**src/rtl/serial_link_vc_axis_rx.sv**
```systemverilog
// serial_link_vc_axis_rx
//   Receive side of the virtual-channel credit link. Incoming AXIS packets carry
//   tdata = {vc_idx, payload} and tuser = {data_validity, credits}.
//   - Payloads are split into per-VC FIFOs of depth NumCredits.
//   - Piggybacked credits are forwarded to the local transmitter as a 1-cycle pulse.
//   - Freed queue slots are accumulated in credits_pending_o until the local
//     transmitter takes them.
//
// Ports
//   clk_i, rst_ni           clock, synchronous active-low reset
//   axis_t*                 incoming packet stream (tready is combinational)
//   vc_valid_o/ready_i/data_o   per-VC output streams
//   credits_rcvd_valid_o/_o     credits received from the far end, per VC
//   credits_pending_o           freed slots not yet returned, per VC
//   credits_taken_i             local TX consumed credits_pending_o this cycle
//   force_send_o                pending count reached ForceSendThresh
//   err_o                       sticky: bad vc_idx or pending-credit overflow
//   stat_flits_o                per-VC pushed data-flit count
//
// Configuration
//   SERIAL_LINK_VC_RX_STATS_EN  defined: 16-bit wrapping per-VC push counters drive
//                               stat_flits_o. Undefined: stat_flits_o tied to 0.

module serial_link_vc_axis_rx #(
    parameter int unsigned NumVc           = 2,
    parameter int unsigned DataWidth       = 32,
    parameter int unsigned NumCredits      = 6,
    parameter int unsigned ForceSendThresh = NumCredits - 4,
    localparam int unsigned CreditW        = $clog2(NumCredits + 1),
    localparam int unsigned VcIdxW         = $clog2(NumVc)
) (
    input  logic                              clk_i,
    input  logic                              rst_ni,
    input  logic                              axis_tvalid_i,
    output logic                              axis_tready_o,
    input  logic [VcIdxW+DataWidth-1:0]       axis_tdata_i,
    input  logic [CreditW:0]                  axis_tuser_i,
    output logic [NumVc-1:0]                  vc_valid_o,
    input  logic [NumVc-1:0]                  vc_ready_i,
    output logic [NumVc-1:0][DataWidth-1:0]   vc_data_o,
    output logic [NumVc-1:0]                  credits_rcvd_valid_o,
    output logic [NumVc-1:0][CreditW-1:0]     credits_rcvd_o,
    output logic [NumVc-1:0][CreditW-1:0]     credits_pending_o,
    input  logic [NumVc-1:0]                  credits_taken_i,
    output logic [NumVc-1:0]                  force_send_o,
    output logic                              err_o,
    output logic [NumVc-1:0][15:0]            stat_flits_o
);

    localparam int unsigned PtrW = (NumCredits > 1) ? $clog2(NumCredits) : 1;
    localparam logic [CreditW-1:0] MaxCnt  = CreditW'(NumCredits);
    localparam logic [CreditW-1:0] Thresh  = CreditW'(ForceSendThresh);
    localparam logic [PtrW-1:0]    LastPtr = PtrW'(NumCredits - 1);

    // Packet field split
    logic [VcIdxW-1:0]    w_vc_idx;
    logic [DataWidth-1:0] w_payload;
    logic                 w_validity;
    logic [CreditW-1:0]   w_credits;
    logic                 w_idx_ok;

    assign {w_vc_idx, w_payload}   = axis_tdata_i;
    assign {w_validity, w_credits} = axis_tuser_i;
    assign w_idx_ok                = (32'(w_vc_idx) < NumVc);

    // Per-VC state
    logic [DataWidth-1:0]          r_mem [NumVc][NumCredits];
    logic [NumVc-1:0][PtrW-1:0]    r_wptr;
    logic [NumVc-1:0][PtrW-1:0]    r_rptr;
    logic [NumVc-1:0][CreditW-1:0] r_cnt;
    logic [NumVc-1:0][CreditW-1:0] r_pending;
    logic [NumVc-1:0]              r_crd_valid;
    logic [NumVc-1:0][CreditW-1:0] r_crd_val;
    logic                          r_err;

    // Decode
    logic [NumVc-1:0]              w_sel;
    logic [NumVc-1:0]              w_full;
    logic                          w_sel_full;
    logic                          w_hs;
    logic [NumVc-1:0]              w_push;
    logic [NumVc-1:0]              w_pop;
    logic [NumVc-1:0][CreditW-1:0] w_pend_base;
    logic [NumVc-1:0][CreditW-1:0] w_pend_d;
    logic [NumVc-1:0]              w_pend_ovf;

    always_comb begin
        w_sel      = '0;
        w_full     = '0;
        w_sel_full = 1'b0;
        for (int v = 0; v < NumVc; v++) begin
            w_sel[v]  = w_idx_ok && (w_vc_idx == VcIdxW'(v));
            w_full[v] = (r_cnt[v] == MaxCnt);
            if (w_sel[v] && w_full[v]) begin
                w_sel_full = 1'b1;
            end
        end
    end

    // Full state is taken before any same-cycle pop, so a full queue never
    // accepts even while it drains.
    assign axis_tready_o = !w_validity || !w_idx_ok || !w_sel_full;
    assign w_hs          = axis_tvalid_i && axis_tready_o;
    assign w_push        = {NumVc{w_hs && w_validity}} & w_sel;
    assign w_pop         = vc_valid_o & vc_ready_i;

    // Pending-return counter: a take clears the old count, a same-cycle pop
    // still counts against the cleared value.
    always_comb begin
        w_pend_base = '0;
        w_pend_d    = '0;
        w_pend_ovf  = '0;
        for (int v = 0; v < NumVc; v++) begin
            w_pend_base[v] = credits_taken_i[v] ? '0 : r_pending[v];
            w_pend_d[v]    = w_pend_base[v];
            if (w_pop[v]) begin
                if (w_pend_base[v] == MaxCnt) begin
                    w_pend_ovf[v] = 1'b1;
                end else begin
                    w_pend_d[v] = w_pend_base[v] + 1'b1;
                end
            end
        end
    end

    // Queue storage holds no control state, so it is left out of reset.
    always_ff @(posedge clk_i) begin
        for (int v = 0; v < NumVc; v++) begin
            if (w_push[v]) begin
                r_mem[v][r_wptr[v]] <= w_payload;
            end
        end
    end

    always_ff @(posedge clk_i) begin
        if (!rst_ni) begin
            r_wptr      <= '0;
            r_rptr      <= '0;
            r_cnt       <= '0;
            r_pending   <= '0;
            r_crd_valid <= '0;
            r_crd_val   <= '0;
            r_err       <= 1'b0;
        end else begin
            for (int v = 0; v < NumVc; v++) begin
                if (w_push[v]) begin
                    r_wptr[v] <= (r_wptr[v] == LastPtr) ? '0 : r_wptr[v] + 1'b1;
                end
                if (w_pop[v]) begin
                    r_rptr[v] <= (r_rptr[v] == LastPtr) ? '0 : r_rptr[v] + 1'b1;
                end
                case ({w_push[v], w_pop[v]})
                    2'b10:   r_cnt[v] <= r_cnt[v] + 1'b1;
                    2'b01:   r_cnt[v] <= r_cnt[v] - 1'b1;
                    default: r_cnt[v] <= r_cnt[v];
                endcase
                r_pending[v] <= w_pend_d[v];

                // Credit pulse lasts exactly one cycle; value is zero otherwise.
                if (w_hs && w_sel[v] && (w_credits != '0)) begin
                    r_crd_valid[v] <= 1'b1;
                    r_crd_val[v]   <= w_credits;
                end else begin
                    r_crd_valid[v] <= 1'b0;
                    r_crd_val[v]   <= '0;
                end
            end
            if ((w_hs && !w_idx_ok) || (w_pend_ovf != '0)) begin
                r_err <= 1'b1;
            end
        end
    end

    always_comb begin
        vc_valid_o   = '0;
        vc_data_o    = '0;
        force_send_o = '0;
        for (int v = 0; v < NumVc; v++) begin
            vc_valid_o[v]   = (r_cnt[v] != '0);
            vc_data_o[v]    = r_mem[v][r_rptr[v]];
            force_send_o[v] = (r_pending[v] >= Thresh);
        end
    end

    assign credits_rcvd_valid_o = r_crd_valid;
    assign credits_rcvd_o       = r_crd_val;
    assign credits_pending_o    = r_pending;
    assign err_o                = r_err;

`ifdef SERIAL_LINK_VC_RX_STATS_EN
    logic [NumVc-1:0][15:0] r_stat;

    always_ff @(posedge clk_i) begin
        if (!rst_ni) begin
            r_stat <= '0;
        end else begin
            for (int v = 0; v < NumVc; v++) begin
                if (w_push[v]) begin
                    r_stat[v] <= r_stat[v] + 16'd1;
                end
            end
        end
    end

    assign stat_flits_o = r_stat;
`else
    assign stat_flits_o = '0;
`endif

endmodule

```
**config.mk**
```make
export PLATFORM = sky130hd
export DESIGN_NAME = serial_link_vc_axis_rx
export DESIGN_NICKNAME = d
export VERILOG_FILES = /design/src/rtl/serial_link_vc_axis_rx.sv
export SDC_FILE = /design/constraint.sdc
export NUM_CORES = 1
export LEC_CHECK = 0
export ABC_AREA = 0
export CAP_MARGIN = 25
export CORE_ASPECT_RATIO = 2
export CORE_MARGIN = 3
export CORE_UTILIZATION = 35
export CTS_CLUSTER_DIAMETER = 200
export DETAILED_ROUTE_END_ITERATION = 8
export PLACE_DENSITY = 0.62
export SLEW_MARGIN = 20
export SYNTH_ARGS = -nofsm -noshare
export SYNTH_HDL_FRONTEND = slang
export SYNTH_SLANG_ARGS = --single-unit
```
**constraint.sdc**
```tcl
create_clock -name clk_i -period 4.8 [get_ports clk_i]
set_clock_uncertainty 0.05 [all_clocks]
set_input_delay 0.72 -clock clk_i [delete_from_list [all_inputs] [get_ports clk_i]]
set_output_delay 0.72 -clock clk_i [all_outputs]
set_load 0.02 [all_outputs]
```
# [Yosys cells after proc, flatten, opt, wreduce, memory -nomap -nowiden]
# Memories as Yosys holds them, arrays and structs flattened.
# Index checks and enable logic that the tools add are counted.
# W data, S select, Z words.
[word_totals] reg_bits=33 latch_bits=0 ram_bits=384 romBits=0 in_bits=44 output_inout_bits=116 word_cells=109 n_memories=1
[memory_table] memory="r_mem" words=2 width=192 read_ports=2 rd_clocked_by_memory_dff=0 wr=1 line_no="67" text="logic [DataWidth-1:0] r_mem [NumVc][NumCredits];"
[classes] add_sub_neg=10 multipliers=0 div=0 n_lt_le_gt_ge=8 eq_ne=12 shifts=0 n_mux=37 bitwise=7 n_reduce_logical=22
[op_table] operator="$mux W192" count=4
[op_table] operator="$bmux W32 S3" count=2
[op_table] operator="$demux W32 S3" count=2
[op_table] operator="$mux W32" count=6
[op_table] operator="$reduce_or A192 Y1" count=1
[op_table] operator="$mux W3" count=10
[op_table] operator="$add A3 B1 Y3 const B" count=8
[op_table] operator="$eq A3 B3 Y1 const B" count=8
[op_table] operator="$ge A4 B4 Y1 const B" count=4
[op_table] operator="$not A3 Y4" count=4
[op_table] operator="$pmux W3 S2" count=2
[op_table] operator="$mux W1" count=11
[op_table] operator="$logic_and A1 B1 Y1" count=10
[op_table] operator="$reduce_bool A3 Y1" count=3
[op_table] operator="$lt A4 B1 Y1 const B" count=2
[op_table] operator="$ge A3 B2 Y1 const B" count=2
[op_table] operator="$reduce_bool A2 Y1" count=3
[op_table] operator="$sub A3 B1 Y3 const B" count=2
[op_table] operator="$and A2 B2 Y2" count=2
[op_table] operator="$eq A2 B1 Y1 const B" count=2
[op_table] operator="$eq A2 B2 Y1 const B" count=2
[op_table] operator="$reduce_and A2 Y1" count=2
[op_table] operator="$logic_not A1 Y1" count=2
[op_table] operator="$logic_or A1 B1 Y1" count=1
[op_table] operator="$not A1 Y1" count=1

# [Longest topological paths before layout]
# Gate-level depths: netlist (run 1).
[depth] depth_word=13 mapped_depth=9 depth_no_buf=8

# [Least setup slack after synthesis (run 1)]
# No wires, ideal clock.
[synth_path] path_type="input-to-reg" start="input axis_tdata_i[32]" end="memory r_mem[0][32] (netlist bit), enable pin" setup_time_ns=0.513 arrival_ns=4.616 required_time_ns=4.237 path_slack_ns=-0.379 path_stages=4 path_buffers=1 cell_sequence="nand3b_1 or2_1 clkbuf_1 nor4b_1"
[synth_via] elab_chain_len=13 word_cells_on_any_way=17 classes_between="8 x mux; 2 x bitwise; 7 x reduce/logical"
[synth_rtl] item="from (decl)" line_no="36" text="input logic [VcIdxW+DataWidth-1:0] axis_tdata_i,"
[synth_rtl] item="$not A1 Y1" line_no="92" text="w_sel[v] = w_idx_ok && (w_vc_idx == VcIdxW'(v));"
[synth_rtl] item="$logic_and A1 B1 Y1" line_no="94" text="if (w_sel[v] && w_full[v]) begin"
[synth_rtl] item="$mux W1 (2 in a row)" line_no="94"
[synth_rtl] item="$logic_not A1 Y1" line_no="102" text="assign axis_tready_o = !w_validity || !w_idx_ok || !w_sel_full;"
[synth_rtl] item="$logic_or A1 B1 Y1" line_no="102"
[synth_rtl] item="$logic_and A1 B1 Y1" line_no="103" text="assign w_hs = axis_tvalid_i && axis_tready_o;"
[synth_rtl] item="$logic_and A1 B1 Y1" line_no="104" text="assign w_push = {NumVc{w_hs && w_validity}} & w_sel;"
[synth_rtl] item="$and A2 B2 Y2 *" line_no="104"
[synth_rtl] item="$mux W1" line_no="129" text="if (w_push[v]) begin"
[synth_rtl] item="$mux W192 (implied by the code)" line_no="130" text="r_mem[v][r_wptr[v]] <= w_payload;"
[synth_rtl] item="$reduce_or A192 Y1 (no source line)"
[synth_rtl] item="$mux W1 (no source line) / $mux W192 (equally long branches)"
[synth_rtl] item="to (decl)" line_no="67"
# Mark *: on every way between the ends. The rest lies on a longest branch, timed or not.

==> results of run 1 <==
## state kept, by name, indices dropped and copies added, names as in the netlist
register and cells:
r_rptr 6, r_wptr 6, credits_rcvd_valid_o 2, err_o 1, credits_pending_o 6, r_mem 384
r_cnt 6, credits_rcvd_o 6
## metrics by stage
step / area, sq um / total power (uW) / hold slack [ns] / worst slack (ns)
2_1_floorplan: 16500 / 5186 / 0.4493 / 0.02086
3_3_place_gp: 18380 / 5751 / 0.4209 / 1.474
3_5_place_dp: 18380 / 5764 / 0.4236 / 1.427
4_1_cts: 19550 / 8659 / 0.4428 / 0.8351
5_1_grt: 19550 / 8879 / 0.5119 / 0.7439
6_report: 19550 / 8530 / 0.4409 / 0.9136
## logic make-up after synthesis
| family | count (synthesis) |
|---|---|
| simple gates | 86 |
| fa+ha+maj | 8 |
| xor+xnor | 6 |
| buf+inv | 153 |
| compound gates | 93 |
| other cells | 1 |
| mux | 134 |
| flops | 417 |
## synth_stat cells, types with 3 or more instances
cell type / number
nand2_1: 11
buf_4: 36
nor3_1: 4
clkbuf_1: 18
o22ai_1: 63
nor4b_1: 3
or3b_1: 3
buf_2: 18
and3b_1: 4
a21oi_1: 13
or3_1: 10
nand2b_1: 8
nand3b_1: 4
o31ai_1: 3
ha_1: 6
xor2_1: 4
edfxtp_1: 384
dfxtp_1: 33
buf_1: 6
nor2_1: 18
inv_1: 73
o21ai_0: 5
mux2i_1: 69
nand3_1: 5
nor2b_1: 4
mux4_2: 64
## worst min-delay path, cell delays in order (launching register included)
cell	delay [ns]
dfxtp_1	0.34
a221oi_1	0.05
nor2_1	0.07
## cells in the final DEF, fill, tap and decap left out, types with 5 or more instances in the layout
cell type	netlist	final
nand3_1	5	5
buf_4	36	17
o21ai_0	5	5
nor2_1	18	18
clkbuf_1	18	5
clkinv_2	0	6
edfxtp_1	384	384
dfxtp_1	33	27
nand2b_1	8	6
mux2i_1	69	69
clkdlybuf4s50_1	0	127
clkinv_1	0	8
nand2_1	11	11
a21oi_1	13	13
ha_1	6	6
or3_1	10	10
inv_1	73	73
clkbuf_16	0	39
conb_1	1	32
o22ai_1	63	63
mux4_2	64	64
## metal layers
layer / track usage / part of all wire / up-vias / routed length, um
met2: 0.2745 / 0.54 / 236 / 19750
met4: 0.05816 / 0.038 / 0 / 1372
met1: 0.1676 / 0.38 / 4297 / 13860
li1: - / - / 3703 / -
met5: 0 / 0 / - / 0
met3: 0.01942 / 0.039 / 64 / 1424
## path summary, 6_finish.rpt
kind	from	end	slack (ns)
setup / recovery	r_rptr[4]	vc_data_o[32]	0.91
hold / removal	err_o	err_o	0.44
setup reg to reg	r_cnt[1]	r_cnt[2]	2.31
hold reg to reg	err_o	err_o	0.44
## cell type report
cell class,count,share of cell area
clock inverters,21,0.008322
flip-flops and latches,417,0.6244
clock buffers,45,0.05159
inverters,75,0.01440
repair buffers,146,0.07361
well taps,621,0.03975
multi-input cells,359,0.1879
## power by group through the flow
stage	clock, uW	sequential (uW)	combinational (uW)
floorplan	0	4130	1060
global placement	0	4230	1520
detailed placement	0	4240	1530
CTS	2970	4160	1530
global route	3100	4170	1620
finish	2880	4150	1500
==> impl_metrics.yaml, run 1 <==
run_status:
  outcome: "completed"
grt:
  grt_pass1_wl_um: 54920
  grt_max_degree: 40
  overflow: 0
  antenna_found_initial: 0
  grt_pass1_vias: 8757
  grt_use_total: 0.1463
hold_path:
  hold_path_depth: 2
  min_path_type: "flip-flop to flip-flop"
setup_path:
  max_stage_delay_ns: 0.69
  worst_ep_required_time_ns: 4.03
  critical_path_buf_inv_count: 2
  crit_slowest_cell: "clkdlybuf4s50_1"
  cp.arrival_ns: 3.12
  path_max_fanout: 36
  crit_cells: 4
  worstSetupStartpointType: "flip-flop"
  crit_path_cell_trace: "buf_4 > nand2b_2 > o22ai_1 > clkdlybuf4s50_1"
  crit_family: "buffers and inverters"
  worst-r2r-cell-count: 8
  worst_setup_path_end_kind: "output pin"
  critPathKind: "flip-flop to output pin"
place:
  hpwl_um: 21030
  dpl.cell_count: 1618
  numPortBuffers: 127
  place_congestion: 0.7430
clock_network:
  cts_tree: "done"
  cts.clk_slew.worst_paths_ns: 0.06
  ctsResizeCount: 0
  ctsHoldBuffers: 0
  clock-sinks: 417
  h-tree-depth: 2
  cts_buffers: 37
  clk_latency_ns: 0.52
  cts_buffer_depth: 3
  root_buffer: "clkbuf_16"
  cts_setup_buffers: 0
route:
  post_drt_wl_per_cell_um: 21.62
  drc: 0
  route.vias.total: 8300
  drt_iter0_markers: 563
  firstDrtPassIters: 5
  wl_um: 36410
  ant_nets: 0
  via_per_inst: 4.929
die:
  dieHeight_um: 311.6
  coreArea_sq_mm: 0.04597
  start_util: 0.3556
  pin_count: 160
  rows: 111
  dieArea_sq_mm: 0.04949
  fp.dieW_um: 158.8
yosys:
  syn_inst: 898
  synthAdderAreaFrac: 0.007041
  synth-edff-count: 384
  synth_top_area_cell: "edfxtp_1"
  synth-seq-cells: 417
  netlist_area_sq_mm: 0.01635
  ys_types: 44
  yosysWarnings: 0
  synthMuxAreaShare: 0.1311
  synthXorXnorAreaFrac: 0.003214
  synth-compound-area-share: 0.03605
  synth_top_cell_area_share: 0.7053
  synth.area.top_cells: "edfxtp_1, mux4_2, mux2i_1"
  syn_avg_cell_area_sq_um: 18.21
  synth_ff_type: "edfxtp_1"
  synthSimpleGateAreaFrac: 0.03184
  async_reset_ff_frac: 0
  yosysSeqAreaShare: 0.7458
  synth_top_family_by_area: "multiplexers"
power:
  power_frac_comb: 0.176
  p_per_area_mw_per_mm2: 436.4
  switching_power_uw: 2149
  irDropWorstVdd_v: 0.0002093
  clockPowerShare: 0.338
  power.internal_uw: 6381
  seq_power_share: 0.486
  switching_share: 0.2519
  leakagePower_uw: 0.006292
layout:
  fin_nets: 1088
  insertedDiodeCount: 0
  multi_input_area_sq_mm: 0.003674
  utilization: 0.4252
  seq_area_sq_mm: 0.01220
  fill_cells: 4056
  drive_gt1_frac: 0.1533
  area_growth_pct: 19.56
  layout.cells.non_filler: 1684
timing:
  maxSlewHeadroom: 0.3095
  finalHoldViolCount: 0
  worstMarginPinSlew_ns: 1.036
  finalSetupTns_ns: 0
  rsz0062_at_grt: "no"
  min_period_ns: 3.886
  finalSetupViolations: 0
  drv_slew: 0
  fmax_mhz: 257.3
  timing.final.crit_share: 0.8097
run:
  drv_cap: 0
Note: power is estimated with default switching activity, not from simulation.
==> inputs of run 2 (changes only) <==
- PLACE_DENSITY: 0.62 -> 0.6
- clock period: 4.8 -> 4.03 ns (I/O delays scaled with it)
==> impl_metrics.yaml, run 2 (synthesis results as in run 1) <==
grt:
  grt_use_total: 0.1471
  overflow: 0
  grt_pass1_wl_um: 55380
  antenna_found_initial: 1
  grt_max_degree: 36
  grt_pass1_vias: 8955
layout:
  final_cell_mix: "edfxtp_1, clkdlybuf4s50_1, inv_1"
  insertedDiodeCount: 0
  layout.cells.non_filler: 1684
  mostFrequentLayoutCell: "edfxtp_1"
  fill_cells: 4052
  drive_gt1_frac: 0.1515
  fin_area_sq_mm: 0.01951
  utilization: 0.4244
  fin_nets: 1092
  area_growth_pct: 19.33
  largest_reg_flops: 384
route:
  route.vias.total: 8326
  post_drt_wl_per_cell_um: 21.74
  via_per_inst: 4.944
  drc: 0
  firstDrtPassIters: 4
  drt_iter0_markers: 484
  ant_nets: 0
  wl_um: 36610
setup_path:
  rrSetupSlack_ns: 1.51
  worst_ep_required_time_ns: 3.38
  critPathKind: "flip-flop to output pin"
  reg2reg_to: "r_cnt[2]"
  r2r-start: "r_cnt[2]"
  worstSetupStartpointType: "flip-flop"
  worst_setup_path_end_kind: "output pin"
  cp.arrival_ns: 2.95
  worst-r2r-cell-count: 8
  path_max_fanout: 32
hold_path:
  hold_start: "err_o"
  min_path_type: "flip-flop to flip-flop"
  holdPathEnd: "err_o"
  hold_path_depth: 2
die:
  dieHeight_um: 311.6
  rows: 111
  dieArea_sq_mm: 0.04949
  coreArea_sq_mm: 0.04597
  start_util: 0.3556
  fp.dieW_um: 158.8
  pin_count: 160
timing:
  drv_slew: 0
  worstMarginPinSlew_ns: 0.8835
  finalSetupTns_ns: 0
  rsz0062_at_grt: "no"
  maxSlewHeadroom: 0.4110
  finalSetupViolations: 0
  holdWs_ns: 0.4327
  fmax_mhz: 277.7
  finalHoldViolCount: 0
  min_period_ns: 3.601
  timing.final.crit_share: 0.8936
place:
  place_congestion: 0.7220
  numPortBuffers: 127
  dpl.cell_count: 1623
  dpl_cell_area_sq_mm: 0.01843
  hpwl_um: 22170
clock_network:
  h-tree-depth: 2
  cts_buffer_depth: 3
  root_buffer: "clkbuf_16"
  cts_tree: "done"
  ctsHoldBuffers: 0
  cts_buffers: 36
  cts.clk_slew.worst_paths_ns: 0.06
  ctsResizeCount: 0
  clock-sinks: 417
  cts_setup_buffers: 0
  clk_latency_ns: 0.52
power:
  leakagePower_uw: 0.006265
  irDropWorstVdd_v: 0.0003061
  p_per_area_mw_per_mm2: 514.8
run_status:
  outcome: "completed"
run:
  drv_cap: 0
==> run 2: cell types whose count changed in the layout (fill, tap and decap cells not counted), sizes merged <==
cell | previous run | this run
buf | 19 | 24
clkinv | 15 | 10
inv | 78 | 76
clkbuf | 45 | 46
clkinvlp | 1 | 2
==> run 2: metrics by stage <==
stage	setup slack, ns	power [uW]
finish	0.4289	10040
global route	0.3096	10440
CTS	0.3657	10190
detailed placement	0.8439	6926
global placement	0.9223	6905
floorplan	0.04616	6177
==> run 2: worst max-delay path by stage <==
stage / startpoint / endpoint / slack [ns]
after floorplan: axis_tdata_i[32] / r_mem[0][128] / 0.05
after global placement: axis_tvalid_i / r_cnt[5] / 0.92
after detailed placement: axis_tvalid_i / r_cnt[5] / 0.84
after CTS: r_rptr[1] / vc_data_o[19] / 0.37
after global routing: r_rptr[1] / vc_data_o[13] / 0.31
final: r_rptr[1] / vc_data_o[12] / 0.43
==> run 2: per-layer routing <==
layer / up-vias / part of all wire / global-route usage
met3: 52 / 0.044 / 0.02009
met4: 2 / 0.025 / 0.04880
met1: 4345 / 0.37 / 0.1671
li1: 3715 / - / -
met5: - / 0.00033 / 0
met2: 212 / 0.56 / 0.2819
==> run 2: cell type report <==
| cell class | instances | area, sq um | share of cell area |
|---|---|---|---|
| Clock buffer | 46 | 938.4 | 0.04810 |
| Clock inverter | 15 | 136.4 | 0.006991 |
| Inverter | 75 | 281.5 | 0.01443 |
| Multi-Input combinational cell | 359 | 3682 | 0.1888 |
| Sequential cell | 417 | 12200 | 0.6256 |
| Tap cell | 621 | 777.0 | 0.03983 |
| Timing Repair Buffer | 151 | 1489 | 0.07632 |
==> run 2: critical path, cell delays in order (launching register included) <==
cell and delay [ns]:
dfxtp_2 0.67, nand2b_2 0.81, o22ai_1 0.29, clkdlybuf4s50_1 0.64
==> run 2: report_power, final <==
| group | internal, uW | switching (uW) |
|---|---|---|
| combinational | 924 | 909 |
| sequential | 4790 | 170 |
| clock | 1780 | 1470 |
==> inputs of run 3 (changes only) <==
- SKIP_CTS_REPAIR_TIMING: not set -> 1
==> results of run 3 <==
No change in the layout: final DEF, timing and power equal those of run 2.
